**src/rtl/adder_tree_pkg.sv**
```systemverilog
// Shared sizing helpers and result payload type for the adder-tree accumulator.
package adder_tree_pkg;

  localparam int ADDER_WIDTH_DEF = 9;
  localparam int ACC_COUNT_DEF   = 16;

  function automatic int cnt_width(input int count);
    return $clog2(count);
  endfunction

  // Window total is exact: ACC_COUNT sums of ADDER_WIDTH+1 bits never overflow.
  function automatic int acc_width(input int adder_width, input int count);
    return adder_width + 1 + cnt_width(count);
  endfunction

  typedef struct packed {
    logic [acc_width(ADDER_WIDTH_DEF, ACC_COUNT_DEF)-1:0] acc;
    logic [ADDER_WIDTH_DEF:0]                             peak;
  } acc_result_t;

endpackage

```
**src/rtl/adder_tree_acc_out_reg.sv**
```systemverilog
// Single-entry valid/ready holding register: load wins over drain, holds otherwise.
module adder_tree_acc_out_reg #(
  parameter int WIDTH = 8
) (
  input  logic             clk,
  input  logic             rst_n,
  input  logic             load_i,
  input  logic [WIDTH-1:0] data_i,
  input  logic             ready_i,
  output logic             valid_o,
  output logic [WIDTH-1:0] data_o,
  output logic             ready_o
);

  logic             valid_q, valid_d;
  logic [WIDTH-1:0] data_q, data_d;

  always_comb begin
    valid_d = valid_q;
    data_d  = data_q;
    if (load_i) begin
      valid_d = 1'b1;
      data_d  = data_i;
    end else if (valid_q && ready_i) begin
      valid_d = 1'b0;
    end
  end

  always_ff @(posedge clk or negedge rst_n) begin
    if (!rst_n) begin
      valid_q <= 1'b0;
      data_q  <= '0;
    end else begin
      valid_q <= valid_d;
      data_q  <= data_d;
    end
  end

  assign valid_o = valid_q;
  assign data_o  = data_q;
  // Slot is free when empty or being drained this cycle.
  assign ready_o = !valid_q || ready_i;

endmodule

```
**src/rtl/adder_tree_accumulator.sv**
```systemverilog
// Sums ACC_COUNT consecutive tree results per window and tracks the window peak.
module adder_tree_accumulator
  import adder_tree_pkg::*;
#(
  parameter  int ADDER_WIDTH = 9,
  parameter  int ACC_COUNT   = 16,
  localparam int CNT_W       = cnt_width(ACC_COUNT),
  localparam int ACC_W       = acc_width(ADDER_WIDTH, ACC_COUNT)
) (
  input  logic               clk,
  input  logic               rst_n,
  input  logic               flush,
  input  logic [ADDER_WIDTH:0] sum_in,
  input  logic               in_valid,
  output logic               in_ready,
  output logic [ACC_W-1:0]   acc_out,
  output logic [ADDER_WIDTH:0] peak_out,
  output logic               out_valid,
  input  logic               out_ready,
  output logic [CNT_W-1:0]   win_cnt
);

  typedef struct packed {
    logic [ACC_W-1:0]     acc;
    logic [ADDER_WIDTH:0] peak;
  } result_t;

  logic [ACC_W-1:0]     acc_q, acc_d, acc_next;
  logic [ADDER_WIDTH:0] peak_q, peak_d, peak_next;
  logic [CNT_W-1:0]     cnt_q, cnt_d;
  logic                 accept, last_beat;
  result_t              res_in, res_out;

  // A beat offered alongside flush is dropped.
  assign accept    = in_valid && in_ready && !flush;
  assign last_beat = (cnt_q == CNT_W'(ACC_COUNT - 1));
  assign acc_next  = acc_q + ACC_W'(sum_in);
  assign peak_next = (sum_in > peak_q) ? sum_in : peak_q;

  always_comb begin
    acc_d  = acc_q;
    peak_d = peak_q;
    cnt_d  = cnt_q;
    if (flush || (accept && last_beat)) begin
      acc_d  = '0;
      peak_d = '0;
      cnt_d  = '0;
    end else if (accept) begin
      acc_d  = acc_next;
      peak_d = peak_next;
      cnt_d  = cnt_q + CNT_W'(1);
    end
  end

  always_ff @(posedge clk or negedge rst_n) begin
    if (!rst_n) begin
      acc_q  <= '0;
      peak_q <= '0;
      cnt_q  <= '0;
    end else begin
      acc_q  <= acc_d;
      peak_q <= peak_d;
      cnt_q  <= cnt_d;
    end
  end

  assign res_in.acc  = acc_next;
  assign res_in.peak = peak_next;

  adder_tree_acc_out_reg #(
    .WIDTH($bits(result_t))
  ) u_out_reg (
    .clk     (clk),
    .rst_n   (rst_n),
    .load_i  (accept && last_beat),
    .data_i  (res_in),
    .ready_i (out_ready),
    .valid_o (out_valid),
    .data_o  (res_out),
    .ready_o (in_ready)
  );

  assign acc_out  = res_out.acc;
  assign peak_out = res_out.peak;
  assign win_cnt  = cnt_q;

endmodule

```
**config.mk**
```make
export PLATFORM = sky130hd
export DESIGN_NAME = adder_tree_accumulator
export DESIGN_NICKNAME = d
export VERILOG_FILES = /design/src/rtl/adder_tree_pkg.sv /design/src/rtl/adder_tree_acc_out_reg.sv /design/src/rtl/adder_tree_accumulator.sv
export SDC_FILE = /design/constraint.sdc
export NUM_CORES = 1
export LEC_CHECK = 0
export ABC_CLOCK_PERIOD_IN_PS = 5450
export CORE_ASPECT_RATIO = 0.8
export CORE_UTILIZATION = 60
export CTS_CLUSTER_SIZE = 16
export DETAILED_ROUTE_END_ITERATION = 6
export MAX_ROUTING_LAYER = met4
export PLACE_DENSITY_LB_ADDON = 0.08
export RECOVER_POWER = 25
export SLEW_MARGIN = 20
export SYNTH_ARGS = -nofsm -noshare
export SYNTH_HDL_FRONTEND = slang
export SYNTH_HIERARCHICAL = 1
export SYNTH_SLANG_ARGS = --single-unit
```
**constraint.sdc**
```tcl
create_clock -name clk -period 5.45 [get_ports clk]
set_input_delay 1.09 -clock clk [delete_from_list [all_inputs] [get_ports clk]]
set_output_delay 1.09 -clock clk [all_outputs]
set_load 0.02 [all_outputs]
```
==> results_dict.tcl, run 1 <==
set metrics [dict create \
    finalSetupViolations 0 \
    postCtsSetupBuffers 0 \
    clock_sinks 53 \
    clkPwrFrac_pct 28.9 \
    synth_top_area_cell "dfrtp_1" \
    grt.overflow.total 0 \
    skew_ps 6.35 \
    seq_area_frac_synth_pct 39.8 \
    cp_data_arrival_time_ps 3670 \
    synth_top_area_share_pct 39.8 \
    multi_input_comb_area_mm2 0.00180 \
    cpLargestDelayFamily "simple AND/OR/NAND/NOR gates" \
    mostFrequentLayoutCells "dfrtp_1 (53), clkdlybuf4s50_1 (43), inv_1 (21), ha_1 (21), mux2_4 (19)" \
    critPathMaxStageDelay_ps 600 \
    io_pins 45 \
    busiest_layer "met2" \
    diodes 0 \
    drt_first_pass_iters 4 \
    worst_pin_slew_ps 2900 \
    period_needed_ps 3470 \
    synth_area_mm2 0.00333 \
    clk_path_buf_depth 2 \
    critPathKind "input pin to register" \
    p_leak_uw 0.00176 \
    final_nets 382 \
    violations "capacitance limit, slew limit" \
    switchingPower_uw 292 \
    clk-insertion-delay-late_ps 310 \
    initial_core_util_pct 64.3 \
    globalRouteMet2Util_pct 42.9 \
    r2r_cells 8 \
    port_buffers 44 \
    fin_cells 408 \
    die_area_mm2 0.00586 \
    reg2reg_from "peak_q[7]" \
    cts_root_buf "clkbuf_8" \
    antenna_found_initial 0 \
    internal-power_uw 672 \
    grt.met3_usage_pct 4.76 \
    synth_edf_count 0 \
    final_common_cell "dfrtp_1" \
    slew_violations 54 \
    first_global_vias 2394 \
    syn-num-nets 338 \
    cap_violations 1 \
    clk_pin_slew_worst_paths_ps 90 \
    hold_buffers 0 \
    ys_async_sr_fraction_pct 100 \
    synthFlopType "dfrtp_1" \
    outcome "complete, but fails checks" \
    post-place-ws_ps 1660 \
    critPathBufInv 2 \
    peakVddDrop_v 0.000201 \
    drt_wl_total_mm 7.24 \
    chipHeight_um 68.7 \
    avgSynthCellArea_um2 11.1 \
    cp_slowest_cell "or3_1" \
    grtUsageTotal_pct 27.1 \
    area_growth_pct 16.8 \
    fillers 383 \
    r2r_setup_slack_ps 2830 \
    ys.warnings.count 6 \
    cp-end-kind "register" \
    ff_latch_area_mm2 0.00133 \
    vias 2487 \
    rsz0062_at_grt "false" \
    dp_hpwl_mm 4.95 \
    p_per_area_mw_per_mm2 248 \
    wl_per_cell_um 17.7 \
    hold_viol 0 \
    synth_area_leaders "dfrtp_1 (40%), mux2_4 (8.6%), ha_1 (7.9%)" \
    hold-worst-slack_ps 507 \
    die_width_um 85.3 \
    htreeDepth 2 \
    setup-tns-final_ps 0 \
    min_from "acc_q[6]" \
    gp_congestion 0.848 \
    finalCritPeriodShare_pct 63.7 \
    combPwrFrac_pct 26.7 \
    max_freq_ghz 0.288 \
    netlist_instances 301 \
    worstSetupStartpointType "input pin" \
    num_rows 23 \
    post_cts_resized 0 \
    drtIter0Drc 213 \
    synth_seq_cells 53 \
    power.switching_fraction_pct 30.3 \
    avgViaCountPerCell 6.10 \
    use_met1_pct 36.7 \
    drcViolationCount 0 \
    r2r_end "u_out_reg/data_o[6]" \
    grt_pass1_wl_mm 11.9 \
    dp_cells 400 \
    slew_headroom_pct -93.0 \
    hp-class "register to register" \
    coreArea_mm2 0.00518 \
    drive_gt1_share_pct 14.2 \
    fin_ws_ps 1980 \
    tritoncts "built" \
    ant_nets 0 \
    seqPwrFrac_pct 44.4 \
    cts_buffers 5 \
    crit_required_ps 5650 \
    grt_max_degree 54 \
    hold_depth 2 \
    holdPathEnd "acc_q[6]" \
    worstPathCellList "clkdlybuf4s50_1 > ha_1 > nand4_1 > or3_1 > nor2b_1 > buf_4 > mux2_1 > mux2_4" \
    ys_types 56 \
    path_max_fanout 12 \
]
[sequential cells by signal, summed over array words and instances (netlist names)]
| name | count |
|---|---|
| u_out_reg/data_o | 24 |
| win_cnt | 4 |
| peak_q | 10 |
| u_out_reg/valid_o | 1 |
| acc_q | 14 |
[layer usage]
metal | part of all wire, % | vias to the layer above
met3 | 5.3 | 10
met1 | 50 | 1201
met2 | 43 | 72
met5 | 0 | -
met4 | 1.3 | 0
li1 | - | 1204
[worst max path at each step]
stage / start / end / slack (ps) / cells after the start
final: sum_in[7] / u_out_reg/data_o[6] / 1980 / 8
after CTS: out_ready / in_ready / 1980 / 3
after floorplan: sum_in[5] / u_out_reg/data_o[0] / 2500 / 8
after global placement: sum_in[4] / u_out_reg/data_o[3] / 1750 / 8
after detailed placement: sum_in[7] / u_out_reg/data_o[6] / 1660 / 8
after global routing: rst_n / peak_q[3] / 1470 / 2
[worst reg2reg max path: stages (launching register included)]
cell,delay (ps)
dfrtp_1,380
inv_1,70
ha_1,290
nand4_1,140
or3_1,600
nor2b_1,230
buf_4,210
mux2_1,330
mux2_4,260
[cell usage after synthesis (all sizes together), types with 4 or more instances]
master,n
dfrtp,53
mux2,33
ha,21
inv,21
nand3,17
a21oi,14
nand2,13
a2bb2oi,10
o31ai,10
buf,9
o21ai,9
nor2,8
a22o,7
xnor2,6
xor2,6
clkbuf,5
nand2b,5
a211oi,4
nand4,4
nor3,4
[area by class of cell]
type                    count  area share (%)
multi-input cells         212            46.3
flip-flops and latches     53            34.1
well taps                  62            1.99
repair buffers             52            12.6
clock inverters             1           0.772
inverters                  21            2.03
clock buffers               7            2.22
[power by group through the flow]
stage          registers (uW)  logic [uW]  clock network, uW
6_report                  428         257                278
2_1_floorplan             433         187                  0
4_1_cts                   428         255                286
3_5_place_dp              435         253                  0
5_1_grt                   431         284                295
3_3_place_gp              435         248                  0
[logic make-up (layout without fill, tap and decap cells)]
| logic type | Yosys count | in the layout | synth area share [%] |
|---|---|---|---|
| buffers and inverters | 36 | 81 | 6.31 |
| flip-flops | 53 | 53 | 39.8 |
| AND/OR/NAND/NOR | 62 | 62 | 9.46 |
| AO/OA/AOI/OAI | 82 | 82 | 19.2 |
| XOR/XNOR | 12 | 12 | 3.15 |
| adder cells (fa/ha/maj) | 22 | 22 | 8.49 |
| multiplexers | 34 | 34 | 13.6 |
[through the flow]
step / utilization (%) / total power (uW) / area [um2]
floorplan: - / 619 / 3330
global placement: 72.9 / 683 / 3780
detailed placement: 72.9 / 688 / 3780
CTS: 75.2 / 969 / 3890
global route: 75.1 / 1010 / 3890
finish: 75.1 / 964 / 3890
(Power assumes the default switching activity.)
==> run 2: changes to the inputs <==
--- a/config.mk
+++ b/config.mk
@@ -5,9 +5,9 @@
 export SDC_FILE = /design/constraint.sdc
 export NUM_CORES = 1
 export LEC_CHECK = 0
-export ABC_CLOCK_PERIOD_IN_PS = 5450
+export ABC_CLOCK_PERIOD_IN_PS = 3500
 export CORE_ASPECT_RATIO = 0.8
-export CORE_UTILIZATION = 60
+export CORE_UTILIZATION = 55
 export CTS_CLUSTER_SIZE = 16
 export DETAILED_ROUTE_END_ITERATION = 6
 export MAX_ROUTING_LAYER = met4
==> constraint.sdc (replaced) <==
create_clock -name clk -period 3.5 [get_ports clk]
set_input_delay 0.7 -clock clk [delete_from_list [all_inputs] [get_ports clk]]
set_output_delay 0.7 -clock clk [all_outputs]
set_load 0.02 [all_outputs]
==> results_dict.tcl, run 2 (same netlist as run 1, synthesis figures left out) <==
set metrics [dict create \
    post_cts_resized 0 \
    die_area_mm2 0.00638 \
    tritoncts "built" \
    drive_gt1_share_pct 15.4 \
    slew_headroom_pct 37.5 \
    outcome "completed" \
    diodes 0 \
    cap_violations 0 \
    htreeDepth 2 \
    cp-end-kind "register" \
    endpoint "u_out_reg/data_o[6]" \
    r2r_setup_slack_ps 940 \
    finalCritPeriodShare_pct 86.4 \
    wl_per_cell_um 17.5 \
    seqPwrFrac_pct 44.0 \
    coreArea_mm2 0.00565 \
    period_needed_ps 3020 \
    crit_required_ps 3710 \
    combPwrFrac_pct 26.9 \
    mostFrequentLayoutCells "dfrtp_1 (53), clkdlybuf4s50_1 (43), inv_1 (21), ha_1 (21), mux2_4 (19)" \
    hold_buffers 0 \
    clock_sinks 53 \
    worstSetupStartpointType "input pin" \
    port_buffers 44 \
    hp-class "input pin to asynchronous set/reset pin" \
    cts_buffers 5 \
    r2r_end "u_out_reg/data_o[6]" \
    fin_cells 429 \
    switchingPower_uw 463 \
    largest_reg_flops 24 \
    drtIter0Drc 156 \
    hold_viol 0 \
    path_max_fanout 10 \
    rsz0062_at_grt "false" \
    cts_root_buf "clkbuf_8" \
    clkPwrFrac_pct 29.1 \
    chipHeight_um 71.6 \
    area_growth_pct 18.5 \
    clk-insertion-delay-late_ps 310 \
    num_rows 24 \
    grt.overflow.total 0 \
    dp_cells 421 \
    max_freq_ghz 0.331 \
    skew_ps 8.59 \
    drt_first_pass_iters 4 \
    cp_data_arrival_time_ps 3230 \
    grt_max_degree 38 \
    io_pins 45 \
    p_per_area_mw_per_mm2 383 \
    fin_total_pwr_uw 1510 \
    grt_pass1_wl_mm 12.4 \
    power.switching_fraction_pct 30.6 \
    final_common_cell "dfrtp_1" \
    worst_pin_slew_ps 938 \
    gp_congestion 0.891 \
    drt_wl_total_mm 7.50 \
    grtUsageTotal_pct 26.6 \
    critPathKind "input pin to register" \
    p_leak_uw 0.00178 \
    setup-tns-final_ps 0 \
    slew_violations 0 \
    ant_nets 0 \
    initial_core_util_pct 59.0 \
    dp_hpwl_mm 5.23 \
    first_global_vias 2556 \
    vias 2576 \
    r2r_cells 9 \
    antenna_found_initial 0 \
    die_width_um 89.0 \
    clk_path_buf_depth 2 \
    fin_ws_ps 476 \
    finalSetupViolations 0 \
    internal-power_uw 1050 \
    hold-worst-slack_ps 484 \
    postCtsSetupBuffers 0 \
    clk_pin_slew_worst_paths_ps 90 \
    critPathLaunch "sum_in[1]" \
    post-place-ws_ps 162 \
    reg2reg_from "peak_q[8]" \
    avgViaCountPerCell 6.00 \
    peakVddDrop_v 0.000199 \
    drcViolationCount 0 \
    final_nets 387 \
]
-- run 2: cell types whose count changed in the layout (fill, tap and decap cells not counted) --
cell      change
buf_2         -1
buf_4         +5
clkbuf_2      +1
-- run 2: final cells by class --
cell class                 instances  area (um2)
multi-input combinational        212        1800
timing repair buffer              57         529
sequential                        53        1330
clock buffer                       7        86.3
fill                             466        1700
tap                               78        97.6
clock inverter                     1        30.0
inverter                          21        78.8
-- run 2: metal layers --
layer / GRT usage, % / part of all wire (%) / wire (um)
met2: 37.7 / 43 / 3190
met3: 5.30 / 4.4 / 331
met4: 9.35 / 1.9 / 142
met5: - / 0 / 0
met1: 38.0 / 51 / 3840
-- run 2: critical path, cell delays in order --
cell             delay, ps
clkdlybuf4s50_1        530
ha_1                   360
nand2b_1                70
a211oi_1               300
a2111oi_2              100
nor2b_1                290
buf_4                  250
mux2_1                 350
mux2_4                 260
-- run 2: power groups by stage --
stage	Sequential, uW	Clock, uW	Combinational, uW
floorplan	674	0	291
global placement	676	0	393
detailed placement	677	0	399
CTS	666	446	404
global route	669	465	448
finish	666	440	408
-- run 2: worst min-delay path by stage --
stage	to	from
after CTS	u_out_reg/data_o[8]	rst_n
after global placement	acc_q[6]	acc_q[6]
after floorplan	acc_q[0]	rst_n
after global routing	peak_q[1]	peak_q[1]
final	u_out_reg/data_o[8]	rst_n
after detailed placement	acc_q[6]	acc_q[6]
-- run 2: through the flow --
step / utilization, % / area [um2]
floorplan: - / 3330
global placement: 68.0 / 3840
detailed placement: 68.0 / 3840
CTS: 70.0 / 3950
global route: 69.9 / 3950
finish: 69.9 / 3950
